==> src/rtl/board_keeper.sv <==
// board_keeper: owns the 3x3 rolling board, accepts (location, mark) moves, reports the winner.
// Build option OLDEST_HINT_EN: drive oldestX/oldestO with the cell each player loses next.
module board_keeper #(
   parameter int MAX_PIECES = 3
) (
   input  logic       clk,
   input  logic       rst,
   input  logic [3:0] location,
   input  logic [1:0] mark,
   output logic [1:0] a0,
   output logic [1:0] a1,
   output logic [1:0] a2,
   output logic [1:0] a3,
   output logic [1:0] a4,
   output logic [1:0] a5,
   output logic [1:0] a6,
   output logic [1:0] a7,
   output logic [1:0] a8,
   output logic [1:0] gameend,
   output logic [3:0] oldestX,
   output logic [3:0] oldestO
);

   typedef enum logic [1:0] {PLAY = 2'd0, CHECK = 2'd1, END = 2'd2} state_t;

   localparam logic [2:0]       FULL     = 3'(MAX_PIECES);
   localparam logic [1:0]       LAST_PTR = 2'(MAX_PIECES - 1);
   localparam logic [7:0][11:0] LINES    = {12'h012, 12'h345, 12'h678, 12'h036,
                                            12'h147, 12'h258, 12'h048, 12'h246};

   state_t                         state, state_n;
   logic [8:0][1:0]                board, board_n;
   logic [1:0][MAX_PIECES-1:0][3:0] ent, ent_n;
   logic [1:0][1:0]                head, head_n, tail, tail_n;
   logic [1:0][2:0]                cnt, cnt_n;
   logic [1:0]                     gameend_n;
   logic [3:0]                     last_loc;
   logic [1:0]                     last_mark;
   logic                           accept;
   logic                           side;
   logic                           vld_p0;
   logic [3:0]                     loc_p0;
   logic [1:0]                     mark_p0;

   function automatic logic [1:0] ptr_inc(input logic [1:0] p);
      return (p == LAST_PTR) ? 2'd0 : p + 2'd1;
   endfunction

   // Both-winner case cannot happen legally; if seen, credit the mover.
   function automatic logic [1:0] judge(input logic [8:0][1:0] b, input logic [1:0] mover);
      logic       x_win;
      logic       o_win;
      logic [1:0] c0, c1, c2;
      x_win = 1'b0;
      o_win = 1'b0;
      for (int k = 0; k < 8; k++) begin
         c0 = b[LINES[k][11:8]];
         c1 = b[LINES[k][7:4]];
         c2 = b[LINES[k][3:0]];
         if (c0 == 2'b10 && c1 == 2'b10 && c2 == 2'b10) x_win = 1'b1;
         if (c0 == 2'b01 && c1 == 2'b01 && c2 == 2'b01) o_win = 1'b1;
      end
      if (x_win && o_win) return mover;
      else if (x_win)     return 2'b10;
      else if (o_win)     return 2'b01;
      else                return 2'b00;
   endfunction

   // The input block holds its last move, so a repeat of the last pair is not a new move.
   always_comb begin
      accept = 1'b0;
      if (state == PLAY && (mark == 2'b10 || mark == 2'b01) && location <= 4'd8 &&
          board[location] == 2'b00 && !(location == last_loc && mark == last_mark))
         accept = 1'b1;
   end

   assign side = mark_p0[0];

   always_comb begin
      state_n   = state;
      board_n   = board;
      ent_n     = ent;
      head_n    = head;
      tail_n    = tail;
      cnt_n     = cnt;
      gameend_n = gameend;
      case (state)
         PLAY: if (accept) state_n = CHECK;
         CHECK: begin
            if (vld_p0) begin
               // write stage: place the mark, push it, and drop the oldest when already full
               board_n[loc_p0]             = mark_p0;
               ent_n[side][tail[side]]     = loc_p0;
               tail_n[side]                = ptr_inc(tail[side]);
               if (cnt[side] == FULL) begin
                  board_n[ent[side][head[side]]] = 2'b00;
                  head_n[side]                   = ptr_inc(head[side]);
               end else begin
                  cnt_n[side] = cnt[side] + 3'd1;
               end
            end else begin
               // judge stage: board already reflects the elimination
               gameend_n = judge(board, mark_p0);
               state_n   = (gameend_n != 2'b00) ? END : PLAY;
            end
         end
         default: ;
      endcase
   end

   always_ff @(posedge clk or negedge rst) begin
      if (!rst) state <= PLAY;
      else      state <= state_n;
   end

   always_ff @(posedge clk or negedge rst) begin
      if (!rst) begin
         board     <= '0;
         head      <= '0;
         tail      <= '0;
         cnt       <= '0;
         gameend   <= 2'b00;
         last_loc  <= 4'd9;
         last_mark <= 2'b00;
         vld_p0    <= 1'b0;
      end else begin
         board   <= board_n;
         head    <= head_n;
         tail    <= tail_n;
         cnt     <= cnt_n;
         gameend <= gameend_n;
         vld_p0  <= accept;
         if (state == CHECK && vld_p0) begin
            last_loc  <= loc_p0;
            last_mark <= mark_p0;
         end
      end
   end

   always_ff @(posedge clk) begin
      ent <= ent_n;
      if (accept) begin
         loc_p0  <= location;
         mark_p0 <= mark;
      end
   end

`ifdef OLDEST_HINT_EN
   logic [1:0][3:0] oldest;

   always_ff @(posedge clk or negedge rst) begin
      if (!rst) begin
         oldest <= {4'd9, 4'd9};
      end else begin
         for (int p = 0; p < 2; p++)
            oldest[p] <= (cnt_n[p] == FULL) ? ent_n[p][head_n[p]] : 4'd9;
      end
   end

   assign oldestX = oldest[0];
   assign oldestO = oldest[1];
`else
   assign oldestX = 4'd9;
   assign oldestO = 4'd9;
`endif

   assign a0 = board[0];
   assign a1 = board[1];
   assign a2 = board[2];
   assign a3 = board[3];
   assign a4 = board[4];
   assign a5 = board[5];
   assign a6 = board[6];
   assign a7 = board[7];
   assign a8 = board[8];

endmodule

==> config.mk <==
export PLATFORM = sky130hd
export DESIGN_NAME = board_keeper
export DESIGN_NICKNAME = d
export VERILOG_FILES = /design/src/rtl/board_keeper.sv
export SDC_FILE = /design/constraint.sdc
export NUM_CORES = 1
export LEC_CHECK = 0
export ABC_AREA = 0
export CAP_MARGIN = 40
export CORE_MARGIN = 4
export CORE_UTILIZATION = 30
export CTS_BUF_LIST = sky130_fd_sc_hd__clkbuf_8
export CTS_CLUSTER_SIZE = 40
export DETAILED_ROUTE_END_ITERATION = 8
export DONT_BUFFER_PORTS = 1
export REMOVE_ABC_BUFFERS = 1
export SLEW_MARGIN = 20
export SYNTH_ARGS = -nofsm -noshare
export SYNTH_HDL_FRONTEND = slang
export SYNTH_SLANG_ARGS = --single-unit
==> constraint.sdc <==
create_clock -name clk -period 3 [get_ports clk]
set_input_delay 0.6 -clock clk [delete_from_list [all_inputs] [get_ports clk]]
set_output_delay 0.6 -clock clk [all_outputs]
set_load 0.01 [all_outputs]
==> impl_results.md, run 1 <==
* FFs w/ async S/R, synth at 0.5890
* GRT Total Usage at 0.1299
* Max Fanout on Critical Path at 15
* RSZ-0062 raised after global routing: no
* Non-filler cells, final at 469
* Cell with the most instances after synthesis: dfrtp_1
* CP required at 3.27 ns
* Cells after synthesis at 313
* # diodes at 0
* Via Count at 2508
* P&R area growth vs syn at 9.537%
* Kind of critical path: flip-flop to flip-flop
* Most frequent cells after synthesis: dfrtp_1, edfxtp_1, nand2_1
* Flop2flop setup slack at around 0.7 ns
* Maximum root-to-sink buffer count at 2
* Die width at 118.3 um
* Unique cell type count in the Yosys netlist at 53
* Post-synthesis sequential area ratio at 0.5427
* Number of max-cap violations at 0
* Pwr per Cell Area at 749.7 nW/um^2
* WP buf/inv at 0
* # Post-CTS Setup Buffers at 0
* Synth area leaders: dfrtp_1, edfxtp_1, mux2i_1, and4bb_2, nand2_1
* Static leakage at between 1.5 and 2 nW
* TritonCTS Sinks at 73
* Area of the mapped netlist at 3647 sq um
* Inst Count DP at 451
* CP endpoint kind: flip-flop
* Initial antenna violation count at 0
* H-tree levels at 3
* Min Tclk post-route at 2.311 ns
* # setup viols final at 0
* Die Span Y at 118.3 um
* Post-synth top area cell: dfrtp_1
* Slew margin rel. at 0.4649
* IO Count at 36
* CP peak stage delay at 0.65 ns
* Fraction of layout cells with a size suffix above 1 at 0.1273
* Root Buffer Master: clkbuf_8
* Avg Cell Area, Syn at 11.65 sq um
* Yosys warns at 0
* Gr ovfl total at 0
* Die area at 13990 sq um
* CTS tree: done
* Largest net degree at the start of global routing at 42
* First-pass GRT wire length at 14060 um
* Worst-path clk slew at 0.08 ns
* ANT nets after route at 0
* Final TNS setup at 0 ns
* Worst Clk Skew at 0.01068 ns
* WL final at slightly below 9000 um
* Placer Congestion at around 0.78
* Critical path startpoint category: flip-flop
* # port buffers at 0
* Core Region at around 12000 sq um
* Post-synth top area share at 0.2813
* Via-to-Cell Ratio at 5.348
* Post-cts gate resize count at 0
* Vias in the first global route at between 2000 and 3000
* Drc violations at 0
* EDFF count, synth at 30
* Routed len/inst at roughly 19 um
* Least-Margin Pin Slew at 0.7965 ns
* Clk Latency, worst-skew pair at 0.35 ns
* F_max at 432.8 MHz
* Synth Flop Type: dfrtp_1
* Slowest cell on crit path: edfxtp_1
* Initial core utilization at 0.3049
* #FFs+latches synth at 73
* Hold Crit Class: primary input to asynchronous set/reset pin
* Initial DRC count at 132
* Row cnt at 40
* Outcome: complete, no violations
* WP data arrival at between 2 and 3 ns
* Detailed-router iteration count before antenna repair at 4
* Most Frequent Cell on Critical Path: ha_1
* Fin. Hold Viols at 0
* Clock buffer count from CTS at 9
* CP Cell Sequence: mux2_2 > ha_1 > ha_1 > nand3_1 > and3b_1 > a31oi_1
* Nets at 327
* Final period utilization at 0.7702
* Power, Total at 2.995 mW
* Maximum VDD drop at 0.0003564 V
* Post-DP HPWL at 6069 um
* Slew Viols, Final at 0
* CP top delay family: flip-flops
what timing repair did:
action                                  CTS  global route
endpoints found under the hold margin    41             0
hold buffers                              1             0
endpoints found under the setup margin    0             0
state kept, by name (all words and copies together) (netlist names), 4 cells and up:
name and count:
tail 4, ent 24, head 4, cnt 6
loc_p0 4, last_loc 4
kinds of logic after synthesis:
group | count (synthesis) | share of synthesized area
buffers and inverters | 19 | 0.03122
xor gates and xnor gates | 9 | 0.02161
adders and majority gates | 2 | 0.006860
and+or+nand+nor | 116 | 0.1993
AOI/OAI and AO/OA | 61 | 0.1050
DFF | 73 | 0.5427
other | 2 | 0.002059
muxes | 31 | 0.09125
cell type report:
type | instances | area (sq um)
Clock buffer | 9 | 123.9
Clock inverter | 7 | 80.08
Fill cell | 1162 | 7966
Inverter | 1 | 3.754
Multi-Input combinational cell | 227 | 1577
Sequential cell | 73 | 1979
Tap cell | 147 | 183.9
Timing Repair Buffer | 5 | 47.55
through the flow:
step	util	worst slack, ns	hold slack (ns)	instance area (sq um)
2_1_floorplan	-	0.7531	0.3044	3560
3_3_place_gp	0.3149	0.7418	0.3065	3766
3_5_place_dp	0.3149	0.7035	0.3065	3766
4_1_cts	0.3336	0.6956	0.06710	3990
5_1_grt	0.3340	0.5049	0.06055	3995
6_report	0.3340	0.6893	0.08804	3995
placed cells by master, fill, tap and decap left out, types with 3 or more instances in the layout:
cell	count
nor3_1	8
a31oi_1	4
mux2_2	5
nand3_1	3
conb_1	8
nor3b_1	5
xor2_1	4
mux2i_1	25
xnor2_1	5
nand3b_1	3
nor2_1	21
nand2_1	30
buf_4	3
a21o_1	7
o21ai_0	14
a21oi_1	17
and3b_1	4
dfrtp_1	41
nor4bb_1	7
edfxtp_1	30
and4bb_2	9
o31ai_1	4
a22oi_1	3
nor2b_1	10
inv_1	4
clkbuf_8	9
nand2b_1	3
worst register-to-register path, delay by kind of cell (launching register included):
family,cells,cell delay (ns)
adder cells (fa/ha/maj),2,0.53
AO/OA/AOI/OAI,1,0.21
flip-flops,1,0.65
AND/OR/NAND/NOR,2,0.45
multiplexers,1,0.40
layer usage:
metal	share of wire	track usage	up-vias
li1	-	-	1159
met1	0.46	0.1819	1257
met2	0.47	0.1894	78
met3	0.053	0.02488	14
met4	0.019	0.06960	0
met5	0	0	-
power by group:
group	leakage, nW	internal [mW]	switching (mW)
combinational	0.657	0.301	0.296
clock	0.114	0.455	0.352
sequential	0.841	1.26	0.335
total	1.61	2.01	0.982
final timing paths:
check	from	endpoint	cells past startpoint
setup / recovery	mark_p0[0]$_DFFE_PP_	a6[0]$_DFFE_PN0P_	6
hold / removal	rst	head[1]$_DFFE_PN0P_	1
setup reg to reg	mark_p0[0]$_DFFE_PP_	a6[0]$_DFFE_PN0P_	6
hold reg to reg	cnt[3]$_DFFE_PN0P_	cnt[3]$_DFFE_PN0P_	1
max in group asynchronous	rst	a2[1]$_DFFE_PN0P_	1
min in group clk	location[2]	loc_p0[2]$_DFFE_PP_	0
(Power assumes the default switching activity.)
==> run 2: changes to the inputs <==
Clock period 3 ns to 2.1 ns, I/O delays scaled along.
==> impl_results.md, run 2 (same netlist as run 1, synthesis figures left out) <==
* First-pass GRT wire length at 14350 um (+2.0%)
* Slowest cell on crit path: edfxtp_1
* Fraction of layout cells with a size suffix above 1 at 0.1877 (+0.06035)
* Via Count at 2561 (+2.1%)
* Initial antenna violation count at 0 (unchanged)
* Placer Congestion at 0.8588 (+10%)
* Detailed-router iteration count before antenna repair at 4 (unchanged)
* Die width at 118.3 um (unchanged)
* # diodes at 0 (unchanged)
* Worst Clk Skew at 0.009341 ns (-0.001339 ns)
* WL final at 8650 um (-1.9%)
* WP buf/inv at 1 (+1)
* Non-filler cells, final at 488 (+4.1%)
* Static leakage at 1.708 nW (+6.0%)
* Power, Total at 4.278 mW (+43%)
* Reg2reg end: a2[0]$_DFFE_PN0P_
* GRT Total Usage at 0.1297 (-0.0002661)
* CP required at 2.30 ns (-0.97 ns)
* Max Fanout on Critical Path at 8 (-7)
* Top Registers: ent x24, cnt x6
* Die area at 13990 sq um (unchanged)
* Final TNS setup at 0 ns (unchanged)
* Number of max-cap violations at 0 (unchanged)
* Maximum root-to-sink buffer count at 2 (unchanged)
* Inst Count DP at 470 (+4.2%)
* Fin. Hold Viols at 0 (unchanged)
* Core Region at 11960 sq um (unchanged)
* Largest net degree at the start of global routing at 44 (+4.8%)
* Final Core Density at 0.3474 (+0.01339)
* Maximum VDD drop at 0.0004903 V (+38%)
* Slew Viols, Final at 0 (unchanged)
* CP top delay family: compound AO/OA/AOI/OAI gates
* Critical path startpoint category: flip-flop
* Worst-path clk slew at 0.08 ns (about the same)
* Worst hold endpoint: mark_p0[0]$_DFFE_PP_
* Via-to-Cell Ratio at 5.248 (-1.9%)
* Kind of critical path: flip-flop to flip-flop
* Clock buffer count from CTS at 9 (unchanged)
* Hold Path Cell Cnt at 0
* IO Count at 36 (unchanged)
* Pwr per Cell Area at 1030 nW/um^2 (+37%)
* Die Span Y at 118.3 um (unchanged)
* Gr ovfl total at 0 (unchanged)
* F_max at 507.1 MHz (+17%)
* CP Cell Sequence: buf_4 > nand2b_1 > o32ai_2 > a211o_1 > a21oi_2 > a31oi_1
* Row cnt at 40 (unchanged)
* Hold Crit Class: primary input to flip-flop
* Root Buffer Master: clkbuf_8
* H-tree levels at 3 (unchanged)
* HP Start: mark[0]
* Vias in the first global route at 2587 (+2.9%)
* Drc violations at 0 (unchanged)
* CP peak stage delay at 0.47 ns (-0.18 ns)
* TritonCTS Sinks at 73 (unchanged)
* # Post-CTS Setup Buffers at 0 (unchanged)
* Worst reg2reg path depth at 6 (unchanged)
* P&R area growth vs syn at 13.93%
* Max reg flops at 24 (unchanged)
* Post-DP HPWL at 6286 um (+3.6%)
* Final period utilization at 0.9390 (+0.1688)
* Most common cell after layout, fill and taps aside: dfrtp_1
* WP data arrival at 2.17 ns (-0.41 ns)
* # port buffers at 0 (unchanged)
* CP endpoint kind: flip-flop
* Routed len/inst at 17.73 um (-5.8%)
* CTS tree: done
* Nets at 346 (+5.8%)
* Most flops, register: ent
* ANT nets after route at 0 (unchanged)
* Outcome: complete, no violations
* # setup viols final at 0 (unchanged)
* Fillers at 1175 (+1.1%)
* RSZ-0062 raised after global routing: yes
* Slew margin rel. at 0.6031 (+0.1382)
* Flop2flop setup slack at 0.13 ns (-0.56 ns)
* Initial DRC count at 179 (+36%)
* R2r startpoint: mark_p0[0]$_DFFE_PP_
* Least-Margin Pin Slew at 0.5954 ns (-0.2011 ns)
* Initial core utilization at 0.3049 (unchanged)
* Min Tclk post-route at 1.972 ns (-0.3388 ns)
* Most frequent cells in the layout: dfrtp_1, nand2_1, edfxtp_1, mux2i_1, buf_4
* Clk Latency, worst-skew pair at 0.34 ns (about the same)
==> run 2: per-layer routing <==
metal  GRT usage  vias to the layer above  share of wire
met5           0                        -              0
met1      0.1702                     1273           0.45
met3     0.02871                       13          0.055
met2      0.2033                       78           0.48
li1            -                     1197              -
met4     0.06154                        0          0.019
==> run 2: cell type report <==
cell class                 count  area [sq um]  share of cell area
sequential                    73          1981              0.4767
timing repair buffer          24         202.7             0.04878
clock buffer                  11         151.4             0.03643
inverter                       1         3.754           0.0009033
multi-input combinational    227          1587              0.3818
clock inverter                 5         46.29             0.01114
tap                          147         183.9             0.04426
==> run 2: worst max-delay path by stage <==
| stage | startpoint | end | depth (start not counted) |
|---|---|---|---|
| 6_report | mark_p0[0]$_DFFE_PP_ | a2[0]$_DFFE_PN0P_ | 6 |
| 5_1_grt | mark_p0[0]$_DFFE_PP_ | a2[1]$_DFFE_PN0P_ | 6 |
| 4_1_cts | mark_p0[0]$_DFFE_PP_ | a6[0]$_DFFE_PN0P_ | 5 |
| 3_5_place_dp | mark_p0[0]$_DFFE_PP_ | a2[0]$_DFFE_PN0P_ | 6 |
| 3_3_place_gp | mark_p0[0]$_DFFE_PP_ | a1[0]$_DFFE_PN0P_ | 6 |
| 2_1_floorplan | mark_p0[0]$_DFFE_PP_ | cnt[4]$_DFFE_PN0P_ | 5 |
==> run 2: stage by stage <==
stage | setup WS, ns | area (sq um) | hold WS [ns]
2_1_floorplan | -0.09080 | 3560 | 0.1244
3_3_place_gp | 0.1434 | 3909 | 0.1264
3_5_place_dp | 0.1152 | 3909 | 0.1263
4_1_cts | 0.08189 | 4144 | 0.1511
5_1_grt | -0.05646 | 4155 | 0.1417
6_report | 0.1281 | 4155 | 0.1664
==> run 2: power breakdown <==
group / internal (mW) / total, mW / switching (mW)
Combinational: 0.502 / 1.00 / 0.499
Clock: 0.599 / 1.08 / 0.480
Sequential: 1.80 / 2.20 / 0.400
Total: 2.90 / 4.28 / 1.38
==> run 2: timing repair <==
| item | CTS | global route |
|---|---|---|
| resized for setup | 0 | 4 |
| endpoints found under the hold margin | 43 | 0 |
| setup endpoints to repair | 0 | 16 |
| hold buffers | 2 | 0 |
==> run 3: changes to the inputs <==
Clock period 2.1 ns to 1.8 ns, I/O delays scaled along.
==> impl_results.md, run 3 (same netlist as run 1, synthesis figures left out) <==
* Outcome: finished with violations
* Violated checks: setup timing
* Slew Viols, Final at 0 (unchanged)
* Placer Congestion at 0.8525 (-0.73%)
* WL final at 9453 um (+9.3%)
* Static leakage at 1.991 nW (+17%)
* CP required at 2.07 ns (-0.23 ns)
* Die Span Y at 118.3 um (unchanged)
* Clk Latency, worst-skew pair at 0.36 ns (+0.02 ns)
* # setup viols final at 22 (+22)
* H-tree levels at 3 (unchanged)
* DP Area at 4214 sq um (+7.8%)
* Min Tclk post-route at 1.883 ns (-0.08886 ns)
* Met3 routed wirelength at 399 um (-17%)
* Multi-input logic area at 1809 sq um (+14%)
* Clock buffer count from CTS at 9 (unchanged)
* Slowest cell on crit path: edfxtp_1
* Pwr per Cell Area at 1151 nW/um^2 (+12%)
* PnR worst setup slack at -0.08300 ns (-0.2111 ns)
* Top routing layer in use: met4
* Root Buffer Master: clkbuf_8
* Number of max-cap violations at 0 (unchanged)
* GRT Total Usage at 0.1350 (+0.005380)
* TritonCTS Sinks at 73 (unchanged)
* First-pass GRT wire length at 14840 um (+3.5%)
* Via-to-Cell Ratio at 5.129 (-2.3%)
* Design Area, Final at 4772 sq um (+15%)
* Most frequent cells in the layout: buf_4, dfrtp_1, edfxtp_1, nand2_1, mux2i_1
* Nets at 394 (+14%)
* Detailed-router iteration count before antenna repair at 4 (unchanged)
* CP peak stage delay at 0.45 ns (-0.02 ns)
* Final period utilization at 1.046 (+0.1071)
* Routed met2 length at 4684 um (+13%)
* Fillers at 1116 (-5.0%)
* Kind of critical path: flip-flop to flip-flop
* F_max at 531.1 MHz (+4.7%)
* Max Fanout on Critical Path at 8 (unchanged)
* Non-filler cells, final at 536 (+9.8%)
* Post-DP HPWL at 6412 um (+2.0%)
* Vias in the first global route at 2693 (+4.1%)
* Fin. Hold Viols at 0 (unchanged)
* Routed len/inst at 17.64 um (-0.50%)
* Most flops, register: ent
* Row cnt at 40 (unchanged)
* ANT nets after route at 0 (unchanged)
* Fraction of layout cells with a size suffix above 1 at 0.4010 (+0.2133)
* Max reg flops at 24 (unchanged)
* Worst-path clk slew at 0.08 ns (about the same)
* Hold Crit Class: primary input to flip-flop
* Most common cell after layout, fill and taps aside: buf_4
* Met1 WL at 4095 um (+5.8%)
* Inst Count DP at 509 (+8.3%)
* Initial DRC count at 178 (-0.56%)
* CP Cell Sequence: buf_4 > mux2_4 > ha_4 > ha_4 > nand3_2 > and3b_2 > a31oi_1
* Most Frequent Cell on Critical Path: ha_4
* FF+latch area at 1992 sq um (+0.57%)
* Largest net degree at the start of global routing at 44 (unchanged)
* Drc violations at 0 (unchanged)
* Top Registers: ent x24, cnt x6
* WP data arrival at 2.16 ns (about the same)
* Worst Clk Skew at 0.01187 ns (+0.002529 ns)
* Die width at 118.3 um (unchanged)
* Core Region at 11960 sq um (unchanged)
* Gr ovfl total at 0 (unchanged)
* Die area at 13990 sq um (unchanged)
* Final Core Density at 0.3990 (+0.05157)
* Critical path startpoint category: flip-flop
* Initial core utilization at 0.3049 (unchanged)
* CTS tree: done
* Maximum root-to-sink buffer count at 2 (unchanged)
* IO Count at 36 (unchanged)
* P&R area growth vs syn at 30.84%
* # port buffers at 0 (unchanged)
* Via Count at 2749 (+7.3%)
* # diodes at 0 (unchanged)
* Maximum VDD drop at 0.0006967 V (+42%)
* Initial antenna violation count at 0 (unchanged)
* CP endpoint kind: flip-flop
* RSZ-0062 raised after global routing: yes
run 3: layout make-up:
class	count	share of cell area
flip-flops and latches	73	0.4174
clock inverters	7	0.01180
repair buffers	72	0.1264
inverters	1	0.0007866
clock buffers	9	0.02596
multi-input cells	227	0.3791
well taps	147	0.03854
run 3: what timing repair did:
action / in CTS / in global routing
hold buffers: 2 / 0
cloned: 1 / 0
endpoints found under the hold margin: 43 / 0
gates resized for setup: 45 / 26
endpoints found under the setup margin: 38 / 39
buffers inserted: 4 / 5
pin swaps: 11 / 6
run 3: stage by stage:
step	power (mW)	hold slack, ns	worst slack (ns)	setup TNS (ns)
after floorplan	3.251	0.06441	-0.3908	-8.671
after global placement	3.910	0.06545	-0.1031	-1.574
after global routing	5.812	0.07167	-0.1583	-2.990
after CTS	5.411	0.07493	-0.05934	-0.5569
after detailed placement	3.953	0.06560	-0.1488	-2.466
final	5.491	0.09034	-0.08300	-1.035
run 3: per-layer routing:
metal	up-vias	track usage
met5	-	0
met4	0	0.06154
met3	19	0.02823
met2	65	0.2147
met1	1373	0.1767
li1	1292	-
run 3: power by group:
group / total [mW] / leakage [nW] / switching (mW) / internal, mW
combinational: 1.76 / 1.06 / 0.799 / 0.964
sequential: 2.52 / 0.825 / 0.414 / 2.11
clock: 1.21 / 0.107 / 0.589 / 0.618
run 3: critical path: cells and delay by family, from the launching register on:
family / cells / cell delay (ns)
fa+ha+maj: 2 / 0.34
flops: 1 / 0.45
buf+inv: 1 / 0.18
mux: 1 / 0.30
compound gates: 1 / 0.16
simple gates: 2 / 0.35
run 3: final timing paths:
check                                        startpoint                      end  slack, ns  cells past startpoint
worst max-delay path               mark_p0[0]$_DFFE_PP_        a6[0]$_DFFE_PN0P_      -0.08                      7
worst min register to register  last_loc[3]$_DFFE_PN1P_  last_loc[3]$_DFFE_PN1P_       0.47                      2
max in group asynchronous                           rst  last_loc[0]$_DFFE_PN1P_       1.02                      2
worst max register to register     mark_p0[0]$_DFFE_PP_        a6[0]$_DFFE_PN0P_      -0.08                      7
worst min-delay path                        location[0]      loc_p0[0]$_DFFE_PP_       0.09                      0
min in group asynchronous                           rst       cnt[5]$_DFFE_PN0P_       0.52                      2
